==> src/rtl/rvvi_retire_arbiter_if.sv <==
// Bundle of per-hart retirement trace inputs, the serialised RVVI output
// stream and the per-hart status flags of the retirement arbiter.
interface rvvi_retire_arbiter_if #(
    parameter int ILEN  = 32,
    parameter int XLEN  = 32,
    parameter int NHART = 2,
    parameter int HW    = (NHART > 1) ? $clog2(NHART) : 1
);
    // Per-hart retirement input side
    logic [NHART-1:0]      in_valid;
    logic [NHART-1:0]      in_ready;
    logic [NHART*64-1:0]   in_order;
    logic [NHART*XLEN-1:0] in_pc;
    logic [NHART*ILEN-1:0] in_insn;
    logic [NHART-1:0]      in_trap;
    logic [NHART-1:0]      in_halt;

    // Serialised output stream
    logic                  out_valid;
    logic                  out_ready;
    logic [HW-1:0]         out_hart;
    logic [63:0]           out_order;
    logic [XLEN-1:0]       out_pc;
    logic [ILEN-1:0]       out_insn;
    logic                  out_trap;
    logic                  out_halt;

    // Status
    logic [NHART-1:0]      halted;
    logic [NHART-1:0]      order_err;
    logic                  err_pulse;

    // Arbiter side
    modport slave (
        input  in_valid, in_order, in_pc, in_insn, in_trap, in_halt, out_ready,
        output in_ready, out_valid, out_hart, out_order, out_pc, out_insn,
               out_trap, out_halt, halted, order_err, err_pulse
    );

    // Trace producer / consumer side
    modport master (
        output in_valid, in_order, in_pc, in_insn, in_trap, in_halt, out_ready,
        input  in_ready, out_valid, out_hart, out_order, out_pc, out_insn,
               out_trap, out_halt, halted, order_err, err_pulse
    );
endinterface

==> src/rtl/rvvi_retire_arbiter.sv <==
// Serialises per-hart retirement records into a single RVVI event stream.
// Each hart owns a small record FIFO; a round-robin arbiter drains the
// FIFOs into one registered output stage. Order counts are checked for
// gaps per hart, and a hart stops being accepted once it retires a halt.
module rvvi_retire_arbiter #(
    parameter int ILEN  = 32,
    parameter int XLEN  = 32,
    parameter int NHART = 2,
    parameter int DEPTH = 4
) (
    input  logic                 clk,
    input  logic                 rst_n,
    rvvi_retire_arbiter_if.slave bus
);

    localparam int HW     = (NHART > 1) ? $clog2(NHART) : 1;
    localparam int AW     = $clog2(DEPTH);
    // Record layout: {halt, trap, insn, pc, order}
    localparam int RW     = 64 + XLEN + ILEN + 2;
    localparam int O_PC   = 64;
    localparam int O_INSN = 64 + XLEN;
    localparam int O_TRAP = 64 + XLEN + ILEN;
    localparam int O_HALT = O_TRAP + 1;

    logic [NHART-1:0] in_ready;
    logic [NHART-1:0] fifo_empty;
    logic [NHART-1:0] fifo_full;
    logic [NHART-1:0] halted;
    logic [NHART-1:0] order_err;
    logic [NHART-1:0] mismatch;
    logic [RW-1:0]    head_rec [NHART];

    logic             grant_valid;
    logic [HW-1:0]    grant_idx;
    logic             load_en;
    logic [RW-1:0]    grant_rec;

    logic [HW-1:0]    rr_ptr_q;
    logic             out_valid_q;
    logic [HW-1:0]    out_hart_q;
    logic [RW-1:0]    out_rec_q;
    logic             err_pulse_q;

    // The output stage can take a new record when empty or being consumed.
    assign load_en = !out_valid_q || bus.out_ready;

    genvar gi;
    generate
        for (gi = 0; gi < NHART; gi++) begin : g_hart
            logic [RW-1:0] mem_q [DEPTH];
            logic [AW-1:0] wr_ptr_q;
            logic [AW-1:0] rd_ptr_q;
            logic [AW:0]   cnt_q;
            logic          seen_q;
            logic [63:0]   expected_q;
            logic          halted_q;
            logic          order_err_q;
            logic          push;
            logic          pop;
            logic [RW-1:0] in_rec;
            logic [63:0]   rec_order;

            assign rec_order = bus.in_order[gi*64 +: 64];
            assign in_rec    = {bus.in_halt[gi], bus.in_trap[gi],
                                bus.in_insn[gi*ILEN +: ILEN],
                                bus.in_pc[gi*XLEN +: XLEN], rec_order};

            // Ready depends only on registered state, never on the drain side.
            assign fifo_full[gi]  = (cnt_q == (AW+1)'(DEPTH));
            assign fifo_empty[gi] = (cnt_q == '0);
            assign in_ready[gi]   = !fifo_full[gi] && !halted_q;
            assign push           = bus.in_valid[gi] && in_ready[gi];
            assign pop            = grant_valid && load_en && (grant_idx == HW'(gi));
            assign head_rec[gi]   = mem_q[rd_ptr_q];

            // 64-bit wrap is intentional: all-ones followed by zero is legal.
            assign mismatch[gi]   = push && seen_q && (rec_order != expected_q + 64'd1);
            assign halted[gi]     = halted_q;
            assign order_err[gi]  = order_err_q;

            // Record storage; contents need no reset since occupancy gates reads.
            always_ff @(posedge clk) begin
                if (push) begin
                    mem_q[wr_ptr_q] <= in_rec;
                end
            end

            // FIFO pointers and occupancy; simultaneous push and pop leave count unchanged.
            always_ff @(posedge clk) begin
                if (!rst_n) begin
                    wr_ptr_q <= '0;
                    rd_ptr_q <= '0;
                    cnt_q    <= '0;
                end else begin
                    if (push) begin
                        wr_ptr_q <= wr_ptr_q + AW'(1);
                    end
                    if (pop) begin
                        rd_ptr_q <= rd_ptr_q + AW'(1);
                    end
                    case ({push, pop})
                        2'b10:   cnt_q <= cnt_q + (AW+1)'(1);
                        2'b01:   cnt_q <= cnt_q - (AW+1)'(1);
                        default: cnt_q <= cnt_q;
                    endcase
                end
            end

            // Order tracking, sticky error and sticky halt for this hart.
            always_ff @(posedge clk) begin
                if (!rst_n) begin
                    seen_q      <= 1'b0;
                    expected_q  <= '0;
                    halted_q    <= 1'b0;
                    order_err_q <= 1'b0;
                end else if (push) begin
                    // Always resynchronise to the latest order count.
                    seen_q     <= 1'b1;
                    expected_q <= rec_order;
                    if (mismatch[gi]) begin
                        order_err_q <= 1'b1;
                    end
                    if (bus.in_halt[gi]) begin
                        halted_q <= 1'b1;
                    end
                end
            end
        end
    endgenerate

    // Round-robin pick: first non-empty FIFO after the last granted hart.
    always_comb begin
        int idx;
        idx         = 0;
        grant_valid = 1'b0;
        grant_idx   = '0;
        for (int k = 1; k <= NHART; k++) begin
            idx = int'(rr_ptr_q) + k;
            if (idx >= NHART) begin
                idx = idx - NHART;
            end
            if (!grant_valid && !fifo_empty[idx]) begin
                grant_valid = 1'b1;
                grant_idx   = HW'(idx);
            end
        end
    end

    assign grant_rec = head_rec[grant_idx];

    // Output register and round-robin pointer; fields hold while stalled.
    always_ff @(posedge clk) begin
        if (!rst_n) begin
            rr_ptr_q    <= HW'(NHART - 1);
            out_valid_q <= 1'b0;
            out_hart_q  <= '0;
            out_rec_q   <= '0;
        end else if (load_en) begin
            out_valid_q <= grant_valid;
            if (grant_valid) begin
                rr_ptr_q   <= grant_idx;
                out_hart_q <= grant_idx;
                out_rec_q  <= grant_rec;
            end
        end
    end

    // One pulse per cycle with any new order error, however many harts hit.
    always_ff @(posedge clk) begin
        if (!rst_n) begin
            err_pulse_q <= 1'b0;
        end else begin
            err_pulse_q <= |mismatch;
        end
    end

    assign bus.in_ready  = in_ready;
    assign bus.out_valid = out_valid_q;
    assign bus.out_hart  = out_hart_q;
    assign bus.out_order = out_rec_q[63:0];
    assign bus.out_pc    = out_rec_q[O_PC +: XLEN];
    assign bus.out_insn  = out_rec_q[O_INSN +: ILEN];
    assign bus.out_trap  = out_rec_q[O_TRAP];
    assign bus.out_halt  = out_rec_q[O_HALT];
    assign bus.halted    = halted;
    assign bus.order_err = order_err;
    assign bus.err_pulse = err_pulse_q;

endmodule
==> src/flat_wrapper.sv <==
// flat-port wrapper written by rule: the top's interface ports become plain ports
module rvvi_retire_arbiter_flat 
#(
    parameter int ILEN  = 32,
    parameter int XLEN  = 32,
    parameter int NHART = 2,
    parameter int DEPTH = 4
)
  (clk, rst_n, bus_in_valid, bus_in_order, bus_in_pc, bus_in_insn, bus_in_trap, bus_in_halt, bus_out_ready, bus_in_ready, bus_out_valid, bus_out_hart, bus_out_order, bus_out_pc, bus_out_insn, bus_out_trap, bus_out_halt, bus_halted, bus_order_err, bus_err_pulse);
  rvvi_retire_arbiter_if #(.ILEN(ILEN), .XLEN(XLEN), .NHART(NHART)) bus_i ();
  input  logic clk;
  input  logic rst_n;
  input wire logic [$bits(bus_i.in_valid)-1:0] bus_in_valid;
  input wire logic [$bits(bus_i.in_order)-1:0] bus_in_order;
  input wire logic [$bits(bus_i.in_pc)-1:0] bus_in_pc;
  input wire logic [$bits(bus_i.in_insn)-1:0] bus_in_insn;
  input wire logic [$bits(bus_i.in_trap)-1:0] bus_in_trap;
  input wire logic [$bits(bus_i.in_halt)-1:0] bus_in_halt;
  input wire logic [$bits(bus_i.out_ready)-1:0] bus_out_ready;
  output wire logic [$bits(bus_i.in_ready)-1:0] bus_in_ready;
  output wire logic [$bits(bus_i.out_valid)-1:0] bus_out_valid;
  output wire logic [$bits(bus_i.out_hart)-1:0] bus_out_hart;
  output wire logic [$bits(bus_i.out_order)-1:0] bus_out_order;
  output wire logic [$bits(bus_i.out_pc)-1:0] bus_out_pc;
  output wire logic [$bits(bus_i.out_insn)-1:0] bus_out_insn;
  output wire logic [$bits(bus_i.out_trap)-1:0] bus_out_trap;
  output wire logic [$bits(bus_i.out_halt)-1:0] bus_out_halt;
  output wire logic [$bits(bus_i.halted)-1:0] bus_halted;
  output wire logic [$bits(bus_i.order_err)-1:0] bus_order_err;
  output wire logic [$bits(bus_i.err_pulse)-1:0] bus_err_pulse;
  assign bus_i.in_valid = bus_in_valid;
  assign bus_i.in_order = bus_in_order;
  assign bus_i.in_pc = bus_in_pc;
  assign bus_i.in_insn = bus_in_insn;
  assign bus_i.in_trap = bus_in_trap;
  assign bus_i.in_halt = bus_in_halt;
  assign bus_i.out_ready = bus_out_ready;
  assign bus_in_ready = bus_i.in_ready;
  assign bus_out_valid = bus_i.out_valid;
  assign bus_out_hart = bus_i.out_hart;
  assign bus_out_order = bus_i.out_order;
  assign bus_out_pc = bus_i.out_pc;
  assign bus_out_insn = bus_i.out_insn;
  assign bus_out_trap = bus_i.out_trap;
  assign bus_out_halt = bus_i.out_halt;
  assign bus_halted = bus_i.halted;
  assign bus_order_err = bus_i.order_err;
  assign bus_err_pulse = bus_i.err_pulse;
  rvvi_retire_arbiter #(.ILEN(ILEN), .XLEN(XLEN), .NHART(NHART), .DEPTH(DEPTH)) u_core (.clk(clk), .rst_n(rst_n), .bus(bus_i));
endmodule
==> config.mk <==
export PLATFORM = sky130hd
export DESIGN_NAME = rvvi_retire_arbiter_flat
export DESIGN_NICKNAME = d
export VERILOG_FILES = /design/src/rtl/rvvi_retire_arbiter_if.sv /design/src/rtl/rvvi_retire_arbiter.sv /design/src/flat_wrapper.sv
export SDC_FILE = /design/constraint.sdc
export NUM_CORES = 1
export LEC_CHECK = 0
export CORE_UTILIZATION = 60
export CTS_BUF_LIST = sky130_fd_sc_hd__clkbuf_8
export CTS_CLUSTER_DIAMETER = 50
export DETAILED_ROUTE_END_ITERATION = 12
export MAX_ROUTING_LAYER = met4
export PLACE_DENSITY = 0.82
export SLEW_MARGIN = 20
export SYNTH_ARGS = -nofsm -noshare
export SYNTH_HDL_FRONTEND = slang
export SYNTH_SLANG_ARGS = --single-unit
==> constraint.sdc <==
create_clock -name clk -period 11.2 [get_ports clk]
set_input_delay 1.68 -clock clk [delete_from_list [all_inputs] [get_ports clk]]
set_output_delay 1.68 -clock clk [all_outputs]
set_load 0.03 [all_outputs]
; Word level (Yosys, flattened, before mapping)
; Memories as Yosys holds them, arrays and structs flattened. A register that Yosys moved wholly into a read port is not among the register bits.
; Cells that the tools add are included.
[classes]
n_addsub = 14
order_cmp = 5
n_eq_ne = 8
n_mux = 25
n_bitwise = 2
n_reduce_logical = 29
[ops]
columns = operator, n
row1 = $mux 130, 3
row2 = $add 64x1->64 const B, 2
row3 = $ne 64x64->1, 2
row4 = $ge 32x3->1 const B, 2
row5 = $lt 32x3->1 const B, 2
row6 = $mux 32, 2
row7 = $sub 32x3->32 const B, 2
row8 = $mux 1, 14
row9 = $logic_and 1x1->1, 12
row10 = $pmux 3 s2, 2
row11 = $reduce_and 2->1, 5
row12 = $add 2x1->2 const B, 4
row13 = $mux 2, 4
row14 = $add 3x1->3 const B, 2
row15 = $eq 3x3->1 const B, 2
row16 = $logic_not 1->1, 6
row17 = $logic_not 3->1, 2
row18 = $sub 3x1->3 const B, 2
row19 = $eq 2x1->1 const B, 2
row20 = $eq 2x2->1 const B, 2
row21 = $reduce_bool 2->1, 2
row22 = $add 1x2->3 const B, 1
row23 = $add 1x1->2 const B, 1
row24 = $ge 2x2->1 const B, 1
row25 = other kinds (4), 4
[totals]
register_bits = 282
mem_bits_rw = 1040
in_bits = 265
output_inout_bits = 139
word_cells = 104
n_memories = 2
[memory_table]
columns = name, words, word_bits, read_ports, rd_ports_with_merged_regs, wr, line
row1 = u_core.g_hart[0].mem_q, 4, 130, 1, 1, 1, rvvi_retire_arbiter.sv:50  ; logic [RW-1:0] mem_q [DEPTH];
row2 = u_core.g_hart[1].mem_q, 4, 130, 1, 1, 1, rvvi_retire_arbiter.sv:50

; Logic depth before layout (Yosys ltp)
; Gate-level depths: netlist of run 1.
[depth]
depth_word = 13
mapped_depth = 12
ltp_nobuf = 10

; Worst setup path after synthesis of run 1
; Ideal clock, no wire load.
[synth_path]
kind = input-to-reg
from = in bus_in_valid[0]
to = mem u_core.g_hart[0].mem_q[0][0] (netlist bit) (enable)
setup_ns = 0.506
arrival_time_ns = 4.706
required_time_ns = 10.694
setup_slack_ns = 5.988
stages = 1
n_path_buf = 0
cell_sequence = and3_1
[synth_between]
elab_chain_cells = 3
[synth_rtl]
columns = item, line
row1 = start: declaration, flat_wrapper.sv:13  ; input wire logic [$bits(bus_i.in_valid)-1:0] bus_in_valid;
row2 = $logic_and 1x1->1, rvvi_retire_arbiter.sv:72  ; assign push = bus.in_valid[gi] && in_ready[gi];
row3 = $mux 1, rvvi_retire_arbiter.sv:83  ; if (push) begin
row4 = $mux 1 (not written as such), rvvi_retire_arbiter.sv:84  ; mem_q[wr_ptr_q] <= in_rec;
row5 = end: declaration, rvvi_retire_arbiter.sv:50
; Every way passes these cells.

; Worst setup path in the final report of run 1
[layout_path]
from = reg u_core.g_hart[1].cnt_q[0]
to = out bus_in_ready[1]
[layout_between]
elab_chain_cells = 3
[layout_rtl]
columns = item, line
row1 = start: declaration, rvvi_retire_arbiter.sv:53  ; logic [AW:0] cnt_q;
row2 = start signal: assignment, rvvi_retire_arbiter.sv:102  ; 2'b10: cnt_q <= cnt_q + (AW+1)'(1);
row3 = start signal: assignment, rvvi_retire_arbiter.sv:103  ; 2'b01: cnt_q <= cnt_q - (AW+1)'(1);
row4 = start signal: assignment, rvvi_retire_arbiter.sv:104  ; default: cnt_q <= cnt_q;
row5 = $eq 3x3->1, rvvi_retire_arbiter.sv:69  ; assign fifo_full[gi] = (cnt_q == (AW+1)'(DEPTH));
row6 = $logic_not 1->1, rvvi_retire_arbiter.sv:71  ; assign in_ready[gi] = !fifo_full[gi] && !halted_q;
row7 = $logic_and 1x1->1, rvvi_retire_arbiter.sv:71
row8 = end: declaration, flat_wrapper.sv:20  ; output wire logic [$bits(bus_i.in_ready)-1:0] bus_in_ready;
; Every way passes these cells.

==> key figures, run 1 <==
Finish
  • Fraction of final layout cells sized beyond drive strength 1: 15.9%
  • Most frequent cells in the layout: 1,040 x sky130_fd_sc_hd__edfxtp_1, 402 x sky130_fd_sc_hd__clkdlybuf4s50_1, 328 x sky130_fd_sc_hd__nand2_1
  • Footprint of the multi-input gates: 15,300 sq um
  • Synthesis-to-layout area growth: 17.2%
  • # fillers: about 5,400
  • Most common cell after layout, fill and taps aside: sky130_fd_sc_hd__edfxtp_1
  • Final design utilization: a little under three quarters
  • Total area of sequential cells: 37,000 sq um
  • Number of non-filler instances in the completed layout: roughly 5,000
  • Layout net count: roughly 4,000

Power and ir drop
  • Worst supply voltage drop on vdd: 276 uV
  • Reg power frac: around 46%
  • Clock network power share: 28.1%
  • Total power density per cell area: 221 nW/um^2
  • Internal power component: 0.00939 W
  • Fraction of power consumed by combinational cells: a little over a quarter
  • Net load switching power: ~0.0043 W
  • P_leak: about 20 nW
  • Switching share of total power: approximately a third

Global routing
  • Wire length of the first global-routing pass: 199,000 um
  • Remaining global-route overflow: 0
  • Number of global-route vias before repair: 31,580
  • Antenna violations before repair: 22
  • Met3 Track Usage GR: 6.60%
  • Largest net degree at the start of global routing: about 130
  • Global Route met2 Usage: 49.2%
  • Most used routing layer: met2
  • Global Route Usage Sum: between 30% and 40%
  • Global-route track usage on met1: 39.6%

STA
  • Max Clock Skew: 42.1 ps
  • Ratio of final minimum period to clock period: 38.7%
  • Worst max-slew margin expressed relative to the limit: 18.9%
  • Finish-stage setup viols: 0
  • Unrepaired setup endpoints after global routing: no
  • Count of pins over their slew limit: 0
  • Post-Route Setup TNS: 0 ps
  • Worst-margin pin slew: 1210 ps
  • Highest clock rate: 231 MHz
  • Shortest period the worst path allows: 4340 ps
  • Number of hold-slack violations in the final timing report: 0

Synth
  • Total nets after synthesis: ~3,500
  • Largest family of logic cells by synthesized area: multiplexers
  • Flip-flop and latch count after synthesis: 1,326
  • Syn Area/Cell: 16.4 sq um
  • Post-synthesis sequential area ratio: 69.6%
  • Area share of and/or/nand/nor cells after synthesis: 8.27%
  • Async set-or-reset flop fraction in the synthesized netlist: 0%
  • Number of enable-type register cells in the synthesized netlist: 1,040
  • Cell count after synthesis: about 3,200
  • Arithmetic-cell share of the synthesized area counting full adders, half adders and majority gates: 0.358%
  • Post-synth design cell area: about 53,000 sq um
  • Number of distinct library cell variants in the gate-level netlist after synthesis: 72
  • Post-synthesis xor/xnor area fraction: 3.00%
  • Compound-Gate Fraction of Synth Area: 5.77%
  • Count of synthesis-stage warnings from yosys: 0
  • Mux contribution to synthesized area: a little under an eighth
  • Dominant synthesized flop cell: sky130_fd_sc_hd__edfxtp_1

Die
  • Die boundary height: 299 um
  • Initial cell density of the core: 60.9%
  • Floorplan Core Area: 87,200 sq um
  • I/O pin total: 404
  • Die extent in x: ~300 um
  • Number of placement rows: 108
  • Die area: 89,700 sq um

Clock network
  • H-tree depth: 4
  • CTS tree: done
  • Worst skew pair latency: 880 ps
  • Post-cts hold buffer count: 0
  • Master cell of the clock root buffer: sky130_fd_sc_hd__clkbuf_8
  • Post_cts resized: 0
  • Clock Path Buffers: 3
  • Post-CTS setup-driven buffer insertion count: 0
  • Number of buffers inserted during clock tree synthesis: 203
  • Clk slew on worst S/H paths: 60 ps
  • TritonCTS sink count: 1,326

Min path
  • Cell depth of the worst min-delay path: 2
  • Classification of the worst-slack hold path: flip-flop to flip-flop

Placement
  • Routability-driven placement congestion ratio: about 1
  • Post-placement cell count: between 4,000 and 5,000
  • Count of buffers inserted at the top-level ports: a little over 400
  • Placed wire-length estimate after detailed placement: 83,700 um

Detailed routing
  • Initial DRC Count: 3,666
  • Routed wire length: approximately 130,000 um
  • Post-route DRC violation count: 0
  • First-pass detailed-route iteration total: 7
  • Final routed wire length divided by cell count: 26.6 um
  • Via count: 31,664
  • Detail Route Antenna Nets: 0
  • Vias/cell: 6.28

Critical path
  • List of cells traversed by the critical path: inv_1 -> a31oi_1 -> clkdlybuf4s50_1
  • WS Path Type: flip-flop to output pin
  • End point of the critical path: bus_in_ready[1]
  • Largest incremental delay on the critical path: 840 ps
  • Capturing point of the worst reg2reg path: u_core.g_hart[0].order_err_q
  • Crit. path cell count: 3
  • Worst setup EP type: output pin
  • Data arrival time of the critical path: 2660 ps
  • Length in cells of the worst reg-to-reg path: 10
  • Startpoint type of the worst setup path: flip-flop
  • Slowest stage cell on the critical path: sky130_fd_sc_hd__clkdlybuf4s50_1
  • Setup crit start: u_core.g_hart[1].cnt_q[0]
  • Maximum fanout along the worst path: 6
  • Delay-heaviest family, CP: buffers and inverters
  • RR Startpoint: u_core.g_hart[0].expected_q[0]
  • Combined buffer and inverter count along the critical path: 2
  • R2r setup slk: 6910 ps
  • Worst EP required: between 9000 and 10,000 ps

Status
  • Status: completed

Run
  • Maximum Capacitance Violations: 0
==> logic make-up (layout without fill, tap and decap cells) <==
logic type                 Yosys count  count (layout)
buffers and inverters              222             850
DFF                               1326            1326
xor gates and xnor gates           182             182
muxes                              276             276
adders and majority gates           14              14
AOI/OAI and AO/OA                  372             372
other                                0              23
and+or+nand+nor                    843             843
==> layer usage <==
metal | part of all wire, % | up-vias
met5 | 0 | -
met4 | 3.2 | 0
met3 | 8.8 | 254
met2 | 50 | 1652
met1 | 38 | 15949
li1 | - | 13809
==> cells in the mapped netlist (5+ instances only) <==
cell | count | area share, %
sky130_fd_sc_hd__xnor2_1 | 127 | 2.1
sky130_fd_sc_hd__clkbuf_1 | 151 | 1.1
sky130_fd_sc_hd__a211oi_1 | 5 | 0.071
sky130_fd_sc_hd__o21ai_0 | 19 | 0.18
sky130_fd_sc_hd__or4_1 | 10 | 0.14
sky130_fd_sc_hd__nand2_1 | 328 | 2.3
sky130_fd_sc_hd__o211ai_1 | 8 | 0.11
sky130_fd_sc_hd__o31ai_1 | 6 | 0.085
sky130_fd_sc_hd__buf_1 | 34 | 0.24
sky130_fd_sc_hd__a21boi_0 | 132 | 1.9
sky130_fd_sc_hd__nand3b_1 | 5 | 0.071
sky130_fd_sc_hd__nor4b_1 | 6 | 0.099
sky130_fd_sc_hd__and2_1 | 24 | 0.28
sky130_fd_sc_hd__ha_1 | 12 | 0.28
sky130_fd_sc_hd__and4_1 | 18 | 0.30
sky130_fd_sc_hd__nor2_1 | 44 | 0.31
sky130_fd_sc_hd__or3_1 | 10 | 0.12
sky130_fd_sc_hd__a31oi_1 | 10 | 0.12
sky130_fd_sc_hd__nor4_1 | 36 | 0.42
sky130_fd_sc_hd__edfxtp_1 | 1040 | 59
sky130_fd_sc_hd__buf_4 | 6 | 0.085
sky130_fd_sc_hd__xor2_1 | 55 | 0.91
sky130_fd_sc_hd__nand2b_1 | 6 | 0.071
sky130_fd_sc_hd__or2_2 | 5 | 0.059
sky130_fd_sc_hd__mux2i_1 | 12 | 0.23
sky130_fd_sc_hd__a222oi_1 | 130 | 2.5
sky130_fd_sc_hd__nor3_1 | 39 | 0.37
sky130_fd_sc_hd__a21oi_1 | 16 | 0.15
sky130_fd_sc_hd__a22oi_1 | 5 | 0.071
sky130_fd_sc_hd__dfxtp_1 | 286 | 11
sky130_fd_sc_hd__inv_1 | 25 | 0.18
sky130_fd_sc_hd__o21a_1 | 6 | 0.085
sky130_fd_sc_hd__nand4_1 | 65 | 0.77
sky130_fd_sc_hd__mux4_2 | 260 | 11
sky130_fd_sc_hd__nand3_1 | 56 | 0.53
sky130_fd_sc_hd__and3_1 | 31 | 0.37
sky130_fd_sc_hd__nor2b_1 | 141 | 1.7
==> worst reg2reg max path, cell delays in order (launching register included) <==
cell                       delay [ps]
sky130_fd_sc_hd__dfxtp_1          460
sky130_fd_sc_hd__ha_1             340
sky130_fd_sc_hd__nand4_1          260
sky130_fd_sc_hd__nor4_1          1060
sky130_fd_sc_hd__and4_1           460
sky130_fd_sc_hd__nand3_1          130
sky130_fd_sc_hd__xnor2_1          160
sky130_fd_sc_hd__a2111o_1         400
sky130_fd_sc_hd__or4_1            540
sky130_fd_sc_hd__o21ai_1          260
sky130_fd_sc_hd__nand2_1           90
==> per-stage QoR <==
step	hold WS (ps)	instance area (sq um)	total power (W)	setup WS, ps
floorplan	423	53100	0.00866	5990
global placement	439	58200	0.00985	6350
detailed placement	451	58200	0.00997	6220
CTS	467	62100	0.0138	6800
global route	496	62200	0.0142	6740
finish	472	62200	0.0137	6860
==> registers in the layout, summed over array words and instances, names as in the netlist, named ones only <==
signal                     cells
u_core.bus.out_valid           1
u_core.g_hart.mem_q         1040
u_core.rr_ptr_q                1
u_core.bus.err_pulse           1
u_core.g_hart.halted_q         2
u_core.g_hart.wr_ptr_q         4
u_core.g_hart.cnt_q            6
u_core.g_hart.rd_ptr_q         4
u_core.g_hart.seen_q           2
u_core.g_hart.order_err_q      2
u_core.g_hart.expected_q     128
u_core.out_rec_q             130
u_core.bus.out_hart            1
==> power by group through the flow <==
| stage | Clock, W | Sequential, W | Combinational (W) |
|---|---|---|---|
| 6_report | 0.00385 | 0.00630 | 0.00357 |
| 4_1_cts | 0.00390 | 0.00630 | 0.00359 |
| 2_1_floorplan | 0 | 0.00653 | 0.00214 |
| 3_3_place_gp | 0 | 0.00637 | 0.00348 |
| 3_5_place_dp | 0 | 0.00640 | 0.00357 |
| 5_1_grt | 0.00412 | 0.00635 | 0.00378 |
==> worst min-delay path by stage <==
stage                                       from                           end
detailed placement       u_core.g_hart[1].seen_q       u_core.g_hart[1].seen_q
CTS                 u_core.g_hart[1].order_err_q  u_core.g_hart[1].order_err_q
global route             u_core.g_hart[0].seen_q       u_core.g_hart[0].seen_q
global placement         u_core.g_hart[0].seen_q       u_core.g_hart[0].seen_q
floorplan           u_core.g_hart[0].order_err_q  u_core.g_hart[0].order_err_q
finish              u_core.g_hart[1].order_err_q  u_core.g_hart[1].order_err_q
==> final cells by class <==
type	count	area share, %
flip-flops and latches	1326	59.4
diodes	23	0.0925
multi-input cells	1687	24.6
clock inverters	156	1.35
repair buffers	442	7.01
inverters	25	0.151
well taps	1155	2.32
clock buffers	227	5.02
(Power assumes the default switching activity.)
==> run 2: changes to the inputs <==
==> constraint.sdc (replaced) <==
create_clock -name clk -period 4.4 [get_ports clk]
set_input_delay 0.66 -clock clk [delete_from_list [all_inputs] [get_ports clk]]
set_output_delay 0.66 -clock clk [all_outputs]
set_load 0.03 [all_outputs]
==> run 2 against run 1 <==
  * Sequential cell count unchanged
  * Wire length grew 3.7%
  * Via count grew 2.0%
  * Clock power rose to 2.6 times the previous value
  * First-iteration DRC count is 8.2% higher
  * Critical endpoint is now u_core.bus.err_pulse
==> key figures, run 2 (synthesis results as in run 1) <==
Clock network
  • TritonCTS sink count: 1,326 (unchanged)
  • Post_cts resized: 0 (unchanged)
  • Clk slew on worst S/H paths: 60 ps (about the same)
  • CTS tree: done (unchanged)
  • Post-cts hold buffer count: 0 (unchanged)
  • Clock Path Buffers: 3 (unchanged)
  • Number of buffers inserted during clock tree synthesis: 202 (was 203)
  • Worst skew pair latency: 880 ps (about the same)
  • Post-CTS setup-driven buffer insertion count: 0 (unchanged)
  • H-tree depth: 4 (unchanged)
  • Master cell of the clock root buffer: sky130_fd_sc_hd__clkbuf_8 (unchanged)

STA
  • Number of hold-slack violations in the final timing report: 0 (unchanged)
  • Worst max-slew margin expressed relative to the limit: 35.7% (was 18.9%)
  • Worst hold margin: 409 ps (was 472 ps)
  • Shortest period the worst path allows: 3680 ps
  • Post-Route Setup TNS: 0 ps (unchanged)
  • Max Clock Skew: 56.7 ps (was 42.1 ps)
  • Final worst slack: 718 ps (was 6860 ps)
  • Ratio of final minimum period to clock period: between 80% and 90%
  • Highest clock rate: 272 MHz
  • Unrepaired setup endpoints after global routing: no (unchanged)
  • Count of pins over their slew limit: 0 (unchanged)
  • Worst-margin pin slew: 964 ps (was 1210 ps)
  • Finish-stage setup viols: 0 (unchanged)

Finish
  • # fillers: 5,269 (was 5,388)
  • Flip-flop count of the largest register after layout: 1,040 (unchanged)
  • Most frequent cells in the layout: 1,040 x sky130_fd_sc_hd__edfxtp_1, 402 x sky130_fd_sc_hd__clkdlybuf4s50_1, 328 x sky130_fd_sc_hd__nand2_1 (unchanged)
  • Most common cell after layout, fill and taps aside: sky130_fd_sc_hd__edfxtp_1 (unchanged)
  • Final design utilization: 71.9% (was 71.4%)
  • Most flop-heavy register: u_core.g_hart.mem_q (unchanged)
  • Biggest registers after layout: u_core.g_hart.mem_q x1040, u_core.out_rec_q x130, u_core.g_hart.expected_q x128 (unchanged)
  • Synthesis-to-layout area growth: 18.1% (was 17.2%)
  • Fraction of final layout cells sized beyond drive strength 1: 16.3% (was 15.9%)
  • Layout net count: 3,978 (was 3,964)

Die
  • Die area: 89,700 sq um (unchanged)
  • Floorplan Core Area: 87,200 sq um (unchanged)
  • Number of placement rows: 108 (unchanged)
  • I/O pin total: 404 (unchanged)
  • Die boundary height: 299 um (unchanged)
  • Initial cell density of the core: 60.9% (unchanged)
  • Die extent in x: 299 um (unchanged)

Critical path
  • Combined buffer and inverter count along the critical path: 0 (was 2)
  • Startpoint type of the worst setup path: flip-flop (unchanged)
  • R2r setup slk: 720 ps (was 6910 ps)
  • WS Path Type: flip-flop to flip-flop (was flip-flop to output pin)
  • Largest incremental delay on the critical path: 620 ps (was 840 ps)
  • Worst setup EP type: flip-flop (was output pin)
  • Data arrival time of the critical path: 4430 ps (was 2660 ps)
  • Slowest stage cell on the critical path: sky130_fd_sc_hd__nor4_4 (was sky130_fd_sc_hd__clkdlybuf4s50_1)
  • Maximum fanout along the worst path: 9 (was 6)
  • Worst EP required: 5150 ps (was 9520 ps)
  • List of cells traversed by the critical path: nand4_1 -> nor4_4 -> nand3_2 -> o21ai_0 -> nand4_1 -> or4_1 -> or4_1 -> o21ai_1 -> nand2_1 (was inv_1 -> a31oi_1 -> clkdlybuf4s50_1)
  • Delay-heaviest family, CP: simple AND/OR/NAND/NOR gates (was buffers and inverters)

Detailed routing
  • First-pass detailed-route iteration total: 6 (was 7)
  • Uppermost metal layer occupied by signal nets: met4 (unchanged)
  • Via count: 32,302 (was 31,664)
  • Routed wire length: 139,000 um (was 134,000 um)
  • Routed metal-1 wirelength: 52,200 um (was 51,000 um)
  • Initial DRC Count: 3,967 (was 3,666)
  • Final routed wire length divided by cell count: 27.5 um (was 26.6 um)
  • Post-route DRC violation count: 0 (unchanged)
  • Detail Route Antenna Nets: 0 (unchanged)
  • Sum of met3 wire segment lengths after detailed routing: 13,000 um (was 11,800 um)
  • Vias/cell: 6.38 (was 6.28)
  • Sum of met2 wire segment lengths after detailed routing: 70,400 um (was 67,000 um)

Global routing
  • Antenna violations before repair: 28 (was 22)
  • Largest net degree at the start of global routing: 135 (was 133)
  • Remaining global-route overflow: 0 (unchanged)
  • Wire length of the first global-routing pass: 204,000 um (was 199,000 um)
  • Number of global-route vias before repair: 31,964 (was 31,580)
  • Global Route Usage Sum: 32.0% (was 31.0%)

Placement
  • Setup slack after placement: 416 ps (was 6220 ps)
  • Routability-driven placement congestion ratio: 0.974 (was 0.987)
  • Count of buffers inserted at the top-level ports: 403 (unchanged)
  • Placed wire-length estimate after detailed placement: 86,700 um (was 83,700 um)

Status
  • Status: completed (unchanged)

Min path
  • Classification of the worst-slack hold path: input pin to flip-flop (was flip-flop to flip-flop)

Power and ir drop
  • Worst supply voltage drop on vdd: 605 uV (was 276 uV)
  • P_leak: 20.2 nW (was 20.0 nW)
  • Total power density per cell area: 563 nW/um^2 (was 221 nW/um^2)

Run
  • Maximum Capacitance Violations: 0 (unchanged)
-- run 2: worst paths after layout --
| kind | to | cells after the start | start |
|---|---|---|---|
| worst max-delay path | u_core.bus.err_pulse | 9 | u_core.g_hart[0].expected_q[12] |
| worst min-delay path | u_core.g_hart[0].mem_q[2][67] | 1 | bus_in_pc[3] |
| worst max register to register | u_core.bus.err_pulse | 9 | u_core.g_hart[0].expected_q[12] |
| worst min register to register | u_core.g_hart[1].order_err_q | 2 | u_core.g_hart[1].order_err_q |
-- run 2: final cells by class --
cell class              instances  area, sq um  area share (%)
multi-input cells            1687        15300            24.4
inverters                      25         93.8           0.150
repair buffers                457         4770            7.61
well taps                    1155         1450            2.31
clock inverters               158          917            1.46
diodes                         28         70.1           0.112
clock buffers                 226         3110            4.96
flip-flops and latches       1326        37000            59.0
-- run 2: through the flow --
step | instance area, sq um | cells | power, W
6_report | 62700 | 5062 | 0.0353
5_1_grt | 62700 | 5062 | 0.0366
4_1_cts | 62600 | 5034 | 0.0354
3_5_place_dp | 58600 | 4650 | 0.0256
3_3_place_gp | 58600 | 4650 | 0.0253
2_1_floorplan | 53100 | 3235 | 0.0220
-- run 2: per-layer routing --
metal | vias up | track usage (%)
met1 | 16372 | 40.1
met5 | - | -
met2 | 1820 | 52.0
li1 | 13857 | -
met3 | 253 | 7.12
met4 | 0 | 11.0
-- run 2: where the power goes --
group          total [W]  switching, W  internal (W)
Sequential        0.0160      0.000832        0.0152
Combinational    0.00941       0.00557       0.00383
Clock            0.00991       0.00479       0.00512
Total             0.0353        0.0112        0.0241
